`src/rtl/uart_tx_chunk_framer_pkg.sv`:
```
// uart_tx_chunk_framer_pkg: MinOS shared definitions for the chunk framer.
// Chunk type codes, framer state encoding and default buffer geometry.
package uart_tx_chunk_framer_pkg;

    typedef enum logic [7:0] {
        CHUNK_LEDS     = 8'd2,
        CHUNK_BUTTONS  = 8'd3,
        CHUNK_SWITCHES = 8'd4,
        CHUNK_DISPLAY  = 8'd6
    } chunk_type_e;

    typedef enum logic [1:0] {
        ST_IDLE,
        ST_ISSUE,
        ST_WAIT,
        ST_DONE
    } framer_state_e;

    localparam int DEFAULT_BUFFER_BYTES     = 5;
    localparam int DEFAULT_INDEX_BITS       = 32;
    localparam int DEFAULT_SIZE_FIELD_BYTES = 2;

endpackage

```
`src/rtl/uart_tx_chunk_framer_chunk_byte_selector.sv`:
```
// uart_tx_chunk_framer_chunk_byte_selector: maps a frame index to its wire byte.
// Layout: type, size (MSB first), payload 0..size_eff-1, then checksum.
module uart_tx_chunk_framer_chunk_byte_selector #(
    parameter int NB = 5,
    parameter int IW = 32,
    parameter int SF = 2
) (
    input  logic [IW-1:0]   idx,
    input  logic [7:0]      chunk_type,
    input  logic [IW-1:0]   size_eff,
    input  logic [NB*8-1:0] payload,
    input  logic [7:0]      checksum,
    output logic [7:0]      byte_out
);

    // Size field is the low SF bytes of size_eff, so 8*SF must not exceed IW.
    always_comb begin
        byte_out = checksum;
        if (idx == '0)
            byte_out = chunk_type;
        else if (idx <= IW'(SF)) begin
            for (int k = 0; k < SF; k++)
                if (idx == IW'(SF - k)) byte_out = size_eff[8*k +: 8];
        end else if (idx < IW'(SF + 1) + size_eff) begin
            for (int b = 0; b < NB; b++)
                if (idx == IW'(SF + 1 + b)) byte_out = payload[8*b +: 8];
        end
    end

endmodule

```
`src/rtl/uart_tx_chunk_framer.sv`:
```
// uart_tx_chunk_framer: latches one chunk and streams it byte-by-byte to uart_tx.
// Define UART_TX_CHUNK_CHECKSUM_EN to append an XOR checksum byte.
module uart_tx_chunk_framer
    import uart_tx_chunk_framer_pkg::*;
#(
    parameter int CONTENT_BUFFER_BYTE_SIZE  = DEFAULT_BUFFER_BYTES,
    parameter int CONTENT_BUFFER_INDEX_SIZE = DEFAULT_INDEX_BITS,
    parameter int SIZE_FIELD_BYTES          = DEFAULT_SIZE_FIELD_BYTES
) (
    input  logic                                  CLK,
    input  logic                                  RST_N,
    input  logic                                  is_chunk_ready,
    input  logic [7:0]                            chunk_type,
    input  logic [CONTENT_BUFFER_BYTE_SIZE*8-1:0] chunk_bytes,
    input  logic [CONTENT_BUFFER_INDEX_SIZE-1:0]  chunk_byte_size,
    input  logic                                  is_tx_done,
    output logic                                  is_tx_ready,
    output logic [7:0]                            tx_data,
    output logic                                  busy,
    output logic                                  is_chunker_done,
    output logic                                  chunk_dropped
);

    localparam int NB = CONTENT_BUFFER_BYTE_SIZE;
    localparam int IW = CONTENT_BUFFER_INDEX_SIZE;
    localparam int SF = SIZE_FIELD_BYTES;
`ifdef UART_TX_CHUNK_CHECKSUM_EN
    localparam int TAIL = 1;
`else
    localparam int TAIL = 0;
`endif

    framer_state_e   state_q, state_d;
    logic [7:0]      type_q, type_d;
    logic [NB*8-1:0] payload_q, payload_d;
    logic [IW-1:0]   size_q, size_d;
    logic [IW-1:0]   idx_q, idx_d;
    logic [7:0]      tx_data_q, tx_data_d;
    logic            tx_ready_q, tx_ready_d;
    logic            busy_q, busy_d;
    logic            done_q, done_d;
    logic            dropped_q, dropped_d;
    logic [7:0]      sel_byte;
    logic [IW-1:0]   frame_len;
    logic [IW-1:0]   idx_next;
    logic [IW-1:0]   size_eff;
`ifdef UART_TX_CHUNK_CHECKSUM_EN
    logic [7:0]      checksum_q, checksum_d;
`endif

    assign size_eff  = (chunk_byte_size > IW'(NB)) ? IW'(NB) : chunk_byte_size;
    assign frame_len = IW'(1 + SF + TAIL) + size_q;
    assign idx_next  = idx_q + IW'(1);

    uart_tx_chunk_framer_chunk_byte_selector #(.NB(NB), .IW(IW), .SF(SF)) u_sel (
        .idx        (idx_q),
        .chunk_type (type_q),
        .size_eff   (size_q),
        .payload    (payload_q),
`ifdef UART_TX_CHUNK_CHECKSUM_EN
        .checksum   (checksum_q),
`else
        .checksum   (8'h00),
`endif
        .byte_out   (sel_byte)
    );

    always_comb begin
        state_d    = state_q;
        type_d     = type_q;
        payload_d  = payload_q;
        size_d     = size_q;
        idx_d      = idx_q;
        tx_data_d  = tx_data_q;
        tx_ready_d = 1'b0;
        busy_d     = busy_q;
        done_d     = 1'b0;
        dropped_d  = is_chunk_ready && (state_q != ST_IDLE);
`ifdef UART_TX_CHUNK_CHECKSUM_EN
        checksum_d = checksum_q;
`endif
        case (state_q)
            ST_IDLE: if (is_chunk_ready) begin
                type_d    = chunk_type;
                payload_d = chunk_bytes;
                size_d    = size_eff;
                idx_d     = '0;
                busy_d    = 1'b1;
                state_d   = ST_ISSUE;
`ifdef UART_TX_CHUNK_CHECKSUM_EN
                checksum_d = 8'h00;
`endif
            end
            ST_ISSUE: begin
                tx_data_d  = sel_byte;
                tx_ready_d = 1'b1;
                state_d    = ST_WAIT;
`ifdef UART_TX_CHUNK_CHECKSUM_EN
                checksum_d = checksum_q ^ sel_byte;
`endif
            end
            ST_WAIT: if (is_tx_done) begin
                idx_d   = idx_next;
                state_d = (idx_next < frame_len) ? ST_ISSUE : ST_DONE;
            end
            default: begin
                done_d  = 1'b1;
                busy_d  = 1'b0;
                state_d = ST_IDLE;
            end
        endcase
    end

    always_ff @(posedge CLK or negedge RST_N) begin
        if (!RST_N) begin
            state_q    <= ST_IDLE;
            type_q     <= '0;
            payload_q  <= '0;
            size_q     <= '0;
            idx_q      <= '0;
            tx_data_q  <= '0;
            tx_ready_q <= 1'b0;
            busy_q     <= 1'b0;
            done_q     <= 1'b0;
            dropped_q  <= 1'b0;
`ifdef UART_TX_CHUNK_CHECKSUM_EN
            checksum_q <= '0;
`endif
        end else begin
            state_q    <= state_d;
            type_q     <= type_d;
            payload_q  <= payload_d;
            size_q     <= size_d;
            idx_q      <= idx_d;
            tx_data_q  <= tx_data_d;
            tx_ready_q <= tx_ready_d;
            busy_q     <= busy_d;
            done_q     <= done_d;
            dropped_q  <= dropped_d;
`ifdef UART_TX_CHUNK_CHECKSUM_EN
            checksum_q <= checksum_d;
`endif
        end
    end

    assign is_tx_ready     = tx_ready_q;
    assign tx_data         = tx_data_q;
    assign busy            = busy_q;
    assign is_chunker_done = done_q;
    assign chunk_dropped   = dropped_q;

endmodule
```
`config.mk`:
```
export PLATFORM = sky130hd
export DESIGN_NAME = uart_tx_chunk_framer
export DESIGN_NICKNAME = d
export VERILOG_FILES = /design/src/rtl/uart_tx_chunk_framer_pkg.sv /design/src/rtl/uart_tx_chunk_framer_chunk_byte_selector.sv /design/src/rtl/uart_tx_chunk_framer.sv
export SDC_FILE = /design/constraint.sdc
export NUM_CORES = 1
export LEC_CHECK = 0
export CAP_MARGIN = 10
export CORE_ASPECT_RATIO = 1.2
export CORE_UTILIZATION = 60
export DETAILED_ROUTE_END_ITERATION = 7
export GPL_TIMING_DRIVEN = 0
export PLACE_DENSITY = 0.85
export SLEW_MARGIN = 10
export SYNTH_ARGS = -nofsm -noshare
export SYNTH_HDL_FRONTEND = slang
export SYNTH_SLANG_ARGS = --single-unit
```
`constraint.sdc`:
```
create_clock -name CLK -period 7.9 [get_ports CLK]
set_input_delay 1.58 -clock CLK [delete_from_list [all_inputs] [get_ports CLK]]
set_output_delay 1.58 -clock CLK [all_outputs]
set_load 0.05 [all_outputs]
```
==> After elaboration in Yosys (flattened, before gate mapping) <==
Index checks and enable logic that the tools add are counted.
{ "word_totals": {"rom_bits": 0, "output_inout_bits": 12, "mem_count": 0, "elab_cells": 61, "latch_bits": 0, "reg_bits": 126, "ram_bits": 0} }
{ "classes": {"reduce_logical": 11, "shifts": 0, "n_addsub": 2, "n_lt_le_gt_ge": 4, "div_mod_pow": 0, "n_mux": 22, "bitwise": 1, "eq_ne": 11, "multipliers": 0} }
{ "ops": {"columns": ["op", "n"], "rows": [
  ["32-bit by 3-bit == test with 1-bit output (second input constant)", 4],
  ["32-bit two-way mux", 3],
  ["8-bit two-way mux", 10],
  ["32-bit by 2-bit == test with 1-bit output (second input constant)", 2],
  ["32-bit < comparator", 2],
  ["32-bit one-hot mux with 2 select lines", 1],
  ["2-bit by 32-bit adder with 32-bit output (first input constant)", 1],
  ["32-bit by 1-bit adder with 32-bit output (second input constant)", 1],
  ["32-bit by 1-bit == test with 1-bit output (second input constant)", 1],
  ["32-bit by 3-bit greater-than comparator with 1-bit output (second input constant)", 1],
  ["32-bit by 2-bit <= comparator with 1-bit output (second input constant)", 1],
  ["32-bit zero test", 1],
  ["2-bit two-way mux", 3],
  ["2-bit one-hot mux with 3 select lines", 1],
  ["2-bit AND reduction", 3],
  ["2-bit != test (second input constant)", 2],
  ["2-bit nonzero test", 2],
  ["1-bit two-way mux", 3],
  ["3-bit AND reduction", 1],
  ["3-bit OR reduction", 1],
  ["2-bit by 1-bit == test with 1-bit output (second input constant)", 1],
  ["2-bit == test (second input constant)", 1],
  ["2-bit zero test", 1],
  ["1-bit one-hot mux with 2 select lines", 1],
  ["other kinds (3)", 3]
]} }

==> Depth between registers and ports, before layout <==
{ "logic_depth": {"ltp_word": 9, "depth_mapped": 16, "mapped_depth_nobuf": 15} }

==> Modules after synthesis <==
From an unflattened synthesis, not the netlist that was laid out.
{ "unflattened": {"cells_unflattened": 975, "hier_area_um2": 9180.1} }
{ "by_module_without_submodules": {"columns": ["mod", "instances", "area_per_inst_um2", "cells_each", "seq_area_each_um2"], "rows": [
  ["uart_tx_chunk_framer", 1, 6800.3, 633, 3153.0],
  ["uart_tx_chunk_framer_chunk_byte_selector", 1, 2379.8, 342, 0.0]
]} }

==> Worst setup path before layout <==
Ideal clock, no wire load.
{ "synth_path": {"path_kind": "reg2reg", "from": "register size_q[0]", "to": "register tx_data_q[6] (netlist: tx_data[6])", "n_path_buf": 1, "arrival_ns": 3.794, "stages_incl_launch_ff": 16, "setup_slack_ns": 4.014, "required_ns": 7.808, "cell_sequence": "dfrtp_1 > inv_1 > ha_1 > nand3b_1 > or3_1 > clkbuf_1 > nor4_1 > nand2_1 > xor2_1 > ha_1 > a21o_1 > a211oi_1 > o21ai_0 > a221oi_1 > o21ai_0 > o31ai_2"} }
{ "synth_via": {"elab_chain_cells": 5} }
{ "synth_lines": {"columns": ["item", "line_no", "text"], "rows": [
  ["from (decl)", "uart_tx_chunk_framer.sv:36", "logic [IW-1:0] size_q, size_d;"],
  ["from (signal assigned)", "uart_tx_chunk_framer.sv:133", "size_q <= size_d;"],
  ["2-bit by 32-bit adder with 32-bit output", "uart_tx_chunk_framer_chunk_byte_selector.sv:24", "end else if (idx < IW'(SF + 1) + size_eff) begin"],
  ["32-bit < comparator", "uart_tx_chunk_framer_chunk_byte_selector.sv:24", null],
  ["8-bit two-way mux", "uart_tx_chunk_framer_chunk_byte_selector.sv:24", null],
  ["8-bit two-way mux", "uart_tx_chunk_framer_chunk_byte_selector.sv:21", "else if (idx <= IW'(SF)) begin"],
  ["8-bit two-way mux", "uart_tx_chunk_framer_chunk_byte_selector.sv:19", "if (idx == '0)"],
  ["to (signal assigned)", "uart_tx_chunk_framer.sv:135", "tx_data_q <= tx_data_d;"],
  ["to (decl)", "uart_tx_chunk_framer.sv:38", "logic [7:0] tx_data_q, tx_data_d;"]
]} }
No other way between the ends.
A chain may end at the register's enable or synchronous reset.

==> Worst setup path in the final report <==
Same ends and word-level chain as after synthesis.

==> flow_summary.ini <==
[placed_design]
port_buffers = 95
dpl_cell_area_mm2 = 0.00926
gp_congestion = 0.922
dp_cells = 1097
hpwl_mm = 16.6

[grt]
grt_max_degree = 71
grt_pass1_wl_mm = 36.4
grt-ovfl-total = 0
grt_use_total_pct = 34.7
antenna_found_initial = 0
grt_pass1_vias = 7356

[clock_network]
cts_tree = yes
path_clk_slew_ns = 0.06
root_buffer = clkbuf_16
cts_buffers = 17
post_cts_buffers = 0
cts-resized-gates = 0
htree_levels = 4
clockBufferDepth = 2
holdBufCountCts = 0
insertion_delay_ns = 0.43
cts.sinks = 126

[logic_synthesis]
synth_cell_types = 61
synth.avg_cell_area_um2 = 9.69
synth_seq_cells = 126
synth_nets = 986
ys_seq_area_share_pct = 39.1
synth_area_mm2 = 0.00807
ys_warn_count = 0
synth_top_area_cell = dfrtp_1
synthArstFlopShare_pct = 100
yosys-top-cells-area = dfrtp_1 (39%), ha_1 (11%), mux2_2 (6.7%)
synth_edf_count = 0
netlist.area_leader.share_pct = 39.1
syn_inst = 833
ys.flop_type = dfrtp_1

[layout]
num-fill-cells = 893
final_common_cell = dfrtp_1
final_cell_mix = dfrtp_1 (126), clkdlybuf4s50_1 (94), ha_1 (69), nand2_1 (62), nand3_1 (59)
layout-drive-gt1-share_pct = 10.1
antenna_cells = 0
final_cells = 1130
final_cell_area_mm2 = 0.00993
syn2layout_area_growth_pct = 23.1
nNetsFinal = 1102
utilization_pct = 75.3

[floorplanning]
rows = 46
die_area_mm2 = 0.0139
ios = 96
core_area_mm2 = 0.0132
die_h_um = 129
die_w_um = 108
start_util_pct = 61.2

[setup_path]
path_max_fanout = 8
cp-end-kind = flop
slowest_stage = nor4_1
r2r-end = tx_data[6]$_DFFE_PN0P_
crit-reg2reg-launch = size_q[0]$_DFFE_PN0P_
crit_type = flop to flop
worst_ep_arrival_time_ns = 5.47
rr_worst_depth = 16
rrSetupSlack_ns = 2.78
cp_num_buf_inv = 3
crit_chain = inv_1, ha_1, nand3b_1, or3_1, clkbuf_1, nor4_1, nand2_1, xor2_1, ha_1, a21o_1, a211oi_1, o21ai_0, a221oi_1, buf_2, o21ai_0, o31ai_2
worstSetupStartpoint = size_q[0]$_DFFE_PN0P_
crit_family = simple AND/OR/NAND/NOR gates
path_depth = 16
crit_end = tx_data[6]$_DFFE_PN0P_
max_stage_delay_ns = 0.93
required_ns = 8.24
crit_path_start_kind = flop

[run]
drv_cap = 0

[detailed_routing]
first_pass_iters = 5
drc = 0
finalWirelength_mm = 22.6
wl_per_cell_um = 20.0
avgViaCountPerCell = 6.32
ant_nets = 0
vias = 7144
drt_iter0_drc = 550

[sta]
slew_violations = 0
fin_crit_ns = 5.12
tightest_slew_ns = 1.15
clock_skew_ns = 0.00886
hold_ws_ns = 0.502
grt_setup_unrepaired = no
max_freq_mhz = 195
slew_headroom_pct = 22.5
finalSetupViolations = 0
period_share_pct = 64.8
fin_setup_tns_ns = 0
hold_viol_final = 0

[pwr]
p_leak_nw = 4.33
power_density_mw_per_mm2 = 277
vdd_ir_drop_max_mv = 0.257

[min_path]
worstHoldPathType = flop to flop

[status]
outcome = finished, final reports clean
-- metal layers --
layer	up-vias	wire length, µm	GRT usage, %
li1	3293	-	-
met1	3411	8500	38.0
met2	328	11300	59.0
met3	112	1240	6.69
met4	0	1570	27.2
met5	-	0	0
-- worst min path at each step --
stage | from | depth (start not counted) | endpoint
3_3_place_gp | busy$_DFFE_PN0P_ | 1 | busy$_DFFE_PN0P_
4_1_cts | busy$_DFFE_PN0P_ | 1 | busy$_DFFE_PN0P_
5_1_grt | payload_q[18]$_DFFE_PN0P_ | 1 | payload_q[18]$_DFFE_PN0P_
6_report | busy$_DFFE_PN0P_ | 1 | busy$_DFFE_PN0P_
2_1_floorplan | size_q[31]$_DFFE_PN0P_ | 1 | size_q[31]$_DFFE_PN0P_
3_5_place_dp | size_q[31]$_DFFE_PN0P_ | 1 | size_q[31]$_DFFE_PN0P_
-- flip-flops by register name (all words and copies together) (netlist names) --
name,flops
type_q,8
is_tx_ready,1
chunk_dropped,1
tx_data,8
idx_q,32
is_chunker_done,1
busy,1
size_q,32
payload_q,40
state_q,2
-- kinds of logic (layout without fill, tap and decap cells) --
family,Yosys count,in the layout,synth area share [%]
buf+inv,60,189,2.85
xor+xnor,61,61,6.72
mux,48,48,6.70
simple gates,290,290,19.0
flops,126,126,39.1
compound gates,179,179,15.0
fa+ha+maj,69,69,10.7
-- power breakdown --
| part | switching [W] | internal [W] |
|---|---|---|
| clock | 0.000307 | 0.000577 |
| combinational | 0.000568 | 0.000369 |
| sequential | 0.000115 | 0.000810 |
-- through the flow --
step	total power [W]	setup WS, ns
floorplan	0.00149	4.01
global placement	0.00179	0.332
detailed placement	0.00182	2.48
CTS	0.00273	2.26
global route	0.00285	2.69
finish	0.00275	2.78
-- cell usage after synthesis (16+ instances only) --
| cell type | count |
|---|---|
| dfrtp_1 | 126 |
| ha_1 | 69 |
| nand2_1 | 62 |
| nand3_1 | 59 |
| o21ai_0 | 55 |
| mux2_2 | 48 |
| nor2_1 | 42 |
| xnor2_1 | 36 |
| and2_1 | 35 |
| clkbuf_1 | 32 |
| xor2_1 | 24 |
| a21oi_1 | 23 |
| inv_1 | 21 |
| nand4_1 | 21 |
| nor4_1 | 16 |
-- final cells by class --
type / instances / area, µm² / share of cell area [%]
buffer: 39 / 151 / 1.52
clock buffer: 19 / 453 / 4.56
multi-input combinational: 647 / 4680 / 47.2
sequential: 126 / 3150 / 31.8
timing repair buffer: 97 / 985 / 9.92
clock inverter: 13 / 213 / 2.14
tap: 168 / 210 / 2.12
inverter: 21 / 78.8 / 0.794
Note: power is estimated with default switching activity, not from simulation.
